<file path="config.mk">
export PLATFORM = sky130hd
export DESIGN_NAME = mat_stream_src_flat
export DESIGN_NICKNAME = d
export VERILOG_FILES = /design/src/rtl/mat_stream_src_if.sv /design/src/rtl/mat_stream_src.sv /design/src/flat_wrapper.sv
export SDC_FILE = /design/constraint.sdc
export NUM_CORES = 1
export LEC_CHECK = 0
export CAP_MARGIN = 10
export CORE_MARGIN = 1.5
export CORE_UTILIZATION = 49
export DETAILED_ROUTE_END_ITERATION = 16
export HOLD_SLACK_MARGIN = 0.1
export PLACE_DENSITY = 0.81
export SLEW_MARGIN = 20
export SYNTH_ARGS = -nofsm -noshare
export SYNTH_HDL_FRONTEND = slang
export SYNTH_SLANG_ARGS = --single-unit
export TNS_END_PERCENT = 5
</file>
<file path="constraint.sdc">
create_clock -name aclk -period 3.56 [get_ports aclk]
set_input_delay 0.712 -clock aclk [delete_from_list [all_inputs] [get_ports aclk]]
set_output_delay 0.712 -clock aclk [all_outputs]
set_load 0.01 [all_outputs]
</file>
<file path="src/rtl/mat_stream_src_if.sv">
// rtl/mat_stream_src_if.sv - AXI-Stream-like channel bundle for mat_stream_src
// Signals: tdata (DW), tvalid, tlast driven by the master; tready driven by the slave.
interface mat_stream_src_if #(
  parameter int DW = 32
);
  logic [DW-1:0] tdata;
  logic          tvalid;
  logic          tlast;
  logic          tready;

  modport master (output tdata, output tvalid, output tlast, input tready);
  modport slave  (input tdata, input tvalid, input tlast, output tready);
endinterface

</file>
<file path="src/rtl/mat_stream_src.sv">
// rtl/mat_stream_src.sv - streams an NxN matrix row-major and collects N result words
// Ports:
//   aclk, aresetn          clock, asynchronous active-low reset
//   wr_en/wr_addr/wr_data  matrix write port, honoured only while idle
//   start                  begin one stream/collect pass
//   busy, done, err        pass in progress, one-cycle completion pulse, sticky framing error
//   m_axis (master)        matrix elements, tlast on the last column of each row
//   s_axis (slave)         result words from the multiplier
//   res_rd_addr/data       result buffer readback, one cycle latency
module mat_stream_src #(
  parameter int N  = 2,
  parameter int DW = 32
) (
  input  logic                     aclk,
  input  logic                     aresetn,
  input  logic                     wr_en,
  input  logic [$clog2(N*N)-1:0]   wr_addr,
  input  logic [DW-1:0]            wr_data,
  input  logic                     start,
  output logic                     busy,
  output logic                     done,
  output logic                     err,
  mat_stream_src_if.master         m_axis,
  mat_stream_src_if.slave          s_axis,
  input  logic [$clog2(N)-1:0]     res_rd_addr,
  output logic [DW-1:0]            res_rd_data
);

  localparam int NN  = N * N;
  localparam int AW  = $clog2(NN);
  localparam int CW  = $clog2(N);
  localparam int RW1 = CW + 1;

  typedef enum logic [1:0] {IDLE, RUN, FLUSH, DONE} state_t;

  state_t          r_state;
  logic [CW-1:0]   r_row;
  logic [CW-1:0]   r_col;
  logic [AW-1:0]   r_idx;        // linear index of the element currently presented
  logic [RW1-1:0]  r_res_idx;
  logic            r_err;
  logic            r_src_done;
  logic            r_tvalid;
  logic [DW-1:0]   r_tdata;
  logic            r_tlast;
  logic            r_s_tready;
  logic            r_busy;
  logic            r_done;
  logic [DW-1:0]   r_rd_data;

  logic [DW-1:0]   r_mem [NN];
  logic [DW-1:0]   r_res [N];

  logic w_m_hs, w_m_last, w_src_fin, w_s_hs, w_res_last, w_complete;
  logic w_to_done, w_to_flush, w_mem_we, w_res_we, w_col_wrap;

  assign w_m_hs     = r_tvalid && m_axis.tready;
  assign w_m_last   = (r_idx == AW'(NN - 1));
  // Source counts as finished in the very cycle its final beat is accepted.
  assign w_src_fin  = r_src_done || (w_m_hs && w_m_last);
  assign w_s_hs     = r_s_tready && s_axis.tvalid;
  assign w_res_last = (r_res_idx == RW1'(N - 1));
  assign w_complete = (r_state == RUN) && w_s_hs && (w_res_last || s_axis.tlast);
  assign w_to_done  = w_src_fin && (w_complete || (r_state == FLUSH));
  assign w_to_flush = w_complete && !w_src_fin;
  assign w_mem_we   = wr_en && (r_state == IDLE) && (int'(wr_addr) < NN);
  // Late beats in FLUSH beyond the buffer are accepted but dropped.
  assign w_res_we   = w_s_hs && (r_res_idx < RW1'(N));
  assign w_col_wrap = (r_col == CW'(N - 1));

  always_ff @(posedge aclk) begin
    if (w_mem_we) r_mem[wr_addr] <= wr_data;
  end

  always_ff @(posedge aclk) begin
    if (w_res_we) r_res[r_res_idx[CW-1:0]] <= s_axis.tdata;
  end

  always_ff @(posedge aclk or negedge aresetn) begin
    if (!aresetn) r_rd_data <= '0;
    else          r_rd_data <= r_res[res_rd_addr];
  end

  always_ff @(posedge aclk or negedge aresetn) begin
    if (!aresetn) begin
      r_state    <= IDLE;
      r_row      <= '0;
      r_col      <= '0;
      r_idx      <= '0;
      r_res_idx  <= '0;
      r_err      <= 1'b0;
      r_src_done <= 1'b0;
      r_tvalid   <= 1'b0;
      r_tdata    <= '0;
      r_tlast    <= 1'b0;
      r_s_tready <= 1'b0;
      r_busy     <= 1'b0;
      r_done     <= 1'b0;
    end else begin
      r_done <= 1'b0;
      unique case (r_state)
        IDLE: begin
          if (start) begin
            r_state    <= RUN;
            r_busy     <= 1'b1;
            r_row      <= '0;
            r_col      <= '0;
            r_idx      <= '0;
            r_res_idx  <= '0;
            r_err      <= 1'b0;
            r_src_done <= 1'b0;
            r_tvalid   <= 1'b1;
            r_tdata    <= r_mem[0];
            r_tlast    <= 1'b0;
            r_s_tready <= 1'b1;
          end
        end
        RUN, FLUSH: begin
          // Source: preload the next element on each accepted beat.
          if (w_m_hs) begin
            if (w_m_last) begin
              r_tvalid   <= 1'b0;
              r_tlast    <= 1'b0;
              r_src_done <= 1'b1;
            end else begin
              r_idx   <= r_idx + 1'b1;
              r_tdata <= r_mem[r_idx + 1'b1];
              r_col   <= w_col_wrap ? '0 : r_col + 1'b1;
              r_row   <= w_col_wrap ? r_row + 1'b1 : r_row;
              r_tlast <= !w_col_wrap && (r_col == CW'(N - 2));
            end
          end
          // Sink: framing is only judged while the pass is still collecting.
          if (w_res_we) r_res_idx <= r_res_idx + 1'b1;
          if ((r_state == RUN) && w_s_hs && (s_axis.tlast != w_res_last)) r_err <= 1'b1;
          if (w_to_done) begin
            r_state    <= DONE;
            r_done     <= 1'b1;
            r_s_tready <= 1'b0;
          end else if (w_to_flush) begin
            r_state <= FLUSH;
          end
        end
        DONE: begin
          r_state <= IDLE;
          r_busy  <= 1'b0;
        end
        default: r_state <= IDLE;
      endcase
    end
  end

  assign busy          = r_busy;
  assign done          = r_done;
  assign err           = r_err;
  assign m_axis.tdata  = r_tdata;
  assign m_axis.tvalid = r_tvalid;
  assign m_axis.tlast  = r_tlast;
  assign s_axis.tready = r_s_tready;
  assign res_rd_data   = r_rd_data;

endmodule
</file>
<file path="src/flat_wrapper.sv">
// flat-port wrapper written by rule: the top's interface ports become plain ports
module mat_stream_src_flat 
#(
  parameter int N  = 2,
  parameter int DW = 32
)
  (aclk, aresetn, wr_en, wr_addr, wr_data, start, busy, done, err, res_rd_addr, res_rd_data, m_axis_tdata, m_axis_tvalid, m_axis_tlast, m_axis_tready, s_axis_tdata, s_axis_tvalid, s_axis_tlast, s_axis_tready);
  mat_stream_src_if #(.DW(DW)) m_axis_i ();
  mat_stream_src_if #(.DW(DW)) s_axis_i ();
  input  logic aclk;
  input  logic aresetn;
  input  logic wr_en;
  input  logic [$clog2(N*N)-1:0] wr_addr;
  input  logic [DW-1:0] wr_data;
  input  logic start;
  output logic busy;
  output logic done;
  output logic err;
  input  logic [$clog2(N)-1:0] res_rd_addr;
  output logic [DW-1:0] res_rd_data;
  output wire logic [$bits(m_axis_i.tdata)-1:0] m_axis_tdata;
  output wire logic [$bits(m_axis_i.tvalid)-1:0] m_axis_tvalid;
  output wire logic [$bits(m_axis_i.tlast)-1:0] m_axis_tlast;
  input wire logic [$bits(m_axis_i.tready)-1:0] m_axis_tready;
  input wire logic [$bits(s_axis_i.tdata)-1:0] s_axis_tdata;
  input wire logic [$bits(s_axis_i.tvalid)-1:0] s_axis_tvalid;
  input wire logic [$bits(s_axis_i.tlast)-1:0] s_axis_tlast;
  output wire logic [$bits(s_axis_i.tready)-1:0] s_axis_tready;
  assign m_axis_tdata = m_axis_i.tdata;
  assign m_axis_tvalid = m_axis_i.tvalid;
  assign m_axis_tlast = m_axis_i.tlast;
  assign m_axis_i.tready = m_axis_tready;
  assign s_axis_i.tdata = s_axis_tdata;
  assign s_axis_i.tvalid = s_axis_tvalid;
  assign s_axis_i.tlast = s_axis_tlast;
  assign s_axis_tready = s_axis_i.tready;
  mat_stream_src #(.N(N), .DW(DW)) u_core (.aclk(aclk), .aresetn(aresetn), .wr_en(wr_en), .wr_addr(wr_addr), .wr_data(wr_data), .start(start), .busy(busy), .done(done), .err(err), .m_axis(m_axis_i), .s_axis(s_axis_i), .res_rd_addr(res_rd_addr), .res_rd_data(res_rd_data));
endmodule
</file>
==> flow_metrics.py <==
metrics = {
    "hold_path": {
        "hold_path_class": "primary input to asynchronous set/reset pin",
    },
    "drt": {
        "dr.pass1.iters": 4,
        "finalWirelength_mm": 19.8,
        "ant_nets": 0,
        "drc": 0,
        "viasPerCell": 5.28,
        "drt_iter0_drc": 414,
        "num_vias": 5547,
        "wl_per_cell_um": 18.8,
    },
    "global_route": {
        "first_global_vias": 5875,
        "grt.overflow.total": 0,
        "grt_usage_pct": 18.6,
        "grt_pass1_wl_mm": 30.9,
        "antenna_found_initial": 2,
        "grt_max_degree": 72,
    },
    "pwr": {
        "leakage_nw": 4.83,
        "power_frac_seq_pct": 53.1,
        "powerDensity_nw_per_um2": 502,
        "power_mw": 6.37,
        "p_sw_mw": 1.20,
        "sw_frac_of_total_pct": 18.8,
        "clkPwrFrac_pct": 44.1,
        "power.internal_mw": 5.17,
        "vdd_drop_max_uv": 553,
        "combPwrFrac_pct": 2.7,
    },
    "cts": {
        "holdBufCountCts": 0,
        "htree_levels": 1,
        "cts_tree": "done",
        "cts_resized": 0,
        "clk_pin_slew_ns": 0.06,
        "numCtsBuffers": 26,
        "clockRootBuffer": "clkbuf_16",
        "clock_sinks": 270,
        "cts.path.max_buffers": 3,
        "cts_setup_buffers": 0,
        "clk_latency_ns": 0.52,
    },
    "final_layout": {
        "nFillCells": 1444,
        "register_area_um2": 7720,
        "multi_input_area_um2": 2140,
        "layout.nets": 840,
        "synthToLayoutAreaGrowth_pct": 26.6,
        "drive_above_1_share_pct": 15.7,
    },
    "die": {
        "die_y_um": 146,
        "ioPinCount": 144,
        "num_rows": 52,
        "coreArea_um2": 20200,
        "die_area_um2": 21300,
        "start_util_pct": 49.6,
        "die_width_um": 146,
    },
    "timing": {
        "post-route-period-util_pct": 68.9,
        "rsz0062_at_grt": "false",
        "max_freq_mhz": 408,
        "fin_crit_ns": 2.45,
        "worstMarginPinSlew_ns": 0.734,
        "skew_ns": 0.0189,
        "fin_ws_ns": 1.11,
        "drv_slew": 0,
        "whs_ns": 0.227,
        "tns_ns": 0,
        "relSlewSlack_pct": 51.1,
        "hold_viol_final": 0,
        "finalSetupViolations": 0,
    },
    "run_status": {
        "status": "completed",
    },
    "worst_setup_path": {
        "rrSetupSlack_ns": 1.11,
        "path_cells": "inv_1 > ha_2 > buf_4 > nor3b_1 > a21oi_1 > o221ai_1 > a21oi_2",
        "reg2reg_from": "u_core.r_state[1]",
        "arrival_ns": 2.85,
        "worstSetupStartpoint": "u_core.r_state[1]",
        "cp_top_family": "adder cells",
        "path_class": "flop to flop",
        "crit_buf_inv": 2,
        "worstPathRequired_ns": 3.96,
        "r2r_end": "u_core.m_axis.tdata[15]",
        "critical_path.slowest_cell": "ha_2",
        "critPathMaxStageDelay_ns": 0.71,
        "worstSetupStartpointType": "flop",
        "r2r_cells": 7,
        "path_max_fanout": 28,
        "cp-end-kind": "flop",
    },
    "synthesis": {
        "synthDistinctLibCells": 36,
        "ys_top_cells_by_area": "edfxtp_1, dfrtp_1, mux2_2",
        "synth_ff_type": "edfxtp_1",
        "synth_fp_nets": 689,
        "synthCells": 608,
        "synth_common_cells": "edfxtp_1, dfrtp_1, nor2_1",
        "syn_area_per_cell_um2": 16.5,
        "synth_warnings": 0,
        "ys_seq_area_share_pct": 77.1,
        "synth_area_leader_cell": "edfxtp_1",
        "synthArstFlopShare_pct": 28.9,
        "synth_area_um2": 10000,
        "synth_most_common_cell": "edfxtp_1",
        "synth_edf_count": 192,
        "ys_ff_latch": 270,
        "yosysTopAreaCellShare_pct": 57.6,
    },
    "run": {
        "drv_cap": 0,
    },
    "placed_design": {
        "dp_hpwl_mm": 11.7,
        "pre_cts_ws_ns": 1.07,
        "gp_congestion": 0.804,
        "port_buffers": 143,
    },
}
-- per-layer routing --
metal	global-route usage (%)	up-vias	share of wire (%)
met2	33.6	129	53
met5	0	-	0
met3	3.35	36	4.8
met4	6.28	0	2.3
met1	22.4	2780	40
li1	-	2602	-
-- layout by cell type, fill, tap and decap left out, drive strengths merged, types with 8 or more instances in the layout --
master         Yosys  final
clkbuf            10     33
dfrtp             78     78
clkinv             0      8
nand3             34     34
mux2              34     34
nor2              43     43
edfxtp           192    192
o21ai             39     39
mux2i             33     33
a22oi             31     31
inv                8      8
buf               25     16
clkdlybuf4s50      0    142
a21oi             43     43
-- registers in the layout (all words and copies together), names as in the netlist --
name and count:
u_core.busy 1, u_core.done 1, u_core.err 1, u_core.m_axis.tdata 32
u_core.m_axis.tlast 1, u_core.m_axis.tvalid 1, u_core.r_col 1, u_core.r_idx 2
u_core.r_mem 128, u_core.r_res 64, u_core.r_res_idx 2, u_core.r_src_done 1
u_core.r_state 2, u_core.res_rd_data 32, u_core.s_axis.tready 1
-- logic make-up (layout without fill, tap and decap cells) --
kind of cell             after synthesis  after routing  share of synthesized area (%)
AO/OA/AOI/OAI                        124            124                           8.00
XOR/XNOR                               1              1                         0.0875
adder cells (fa/ha/maj)                7              7                          0.875
buffers and inverters                 43            214                           2.26
flip-flops                           270            270                           77.1
multiplexers                          67             67                           7.25
other                                  0              2                              0
AND/OR/NAND/NOR                       96             96                           4.45
-- metrics by stage --
stage	utilization (%)	area [um^2]	instances
after floorplan	-	10000	608
after global placement	58.4	11800	1001
after detailed placement	58.4	11800	1001
after CTS	62.8	12700	1049
after global routing	62.9	12700	1051
final	62.9	12700	1051
-- final cells by class --
type / instances / area share (%)
antenna: 2 / 0.0395
clock inverter: 15 / 1.50
timing repair buffer: 158 / 12.3
multi-input combinational: 295 / 16.9
tap: 270 / 2.66
sequential: 270 / 60.9
inverter: 8 / 0.237
clock buffer: 33 / 5.51
-- worst reg2reg max path, stage by stage, from the launching register on --
cell,delay (ns)
dfrtp_1,0.38
inv_1,0.10
ha_2,0.71
buf_4,0.45
nor3b_1,0.24
a21oi_1,0.06
o221ai_1,0.31
a21oi_2,0.09
-- worst max-delay path by stage --
stage                              endpoint  slack [ns]  cells past startpoint
CTS                 u_core.m_axis.tdata[22]        1.09                      7
global placement            u_core.r_idx[1]        1.12                      5
finish              u_core.m_axis.tdata[15]        1.11                      7
floorplan                u_core.r_mem[0][0]        0.07                      5
detailed placement  u_core.m_axis.tdata[22]        1.07                      6
global route        u_core.m_axis.tdata[15]        0.93                      7
-- power groups by stage --
stage               registers [mW]  clock network, mW  logic (mW)
finish                        3.38               2.81       0.173
global route                  3.38               3.00       0.187
CTS                           3.38               2.87       0.176
detailed placement            3.45                  0       0.175
global placement              3.45                  0       0.170
floorplan                     3.45                  0      0.0210
Note: power is estimated with default switching activity, not from simulation.
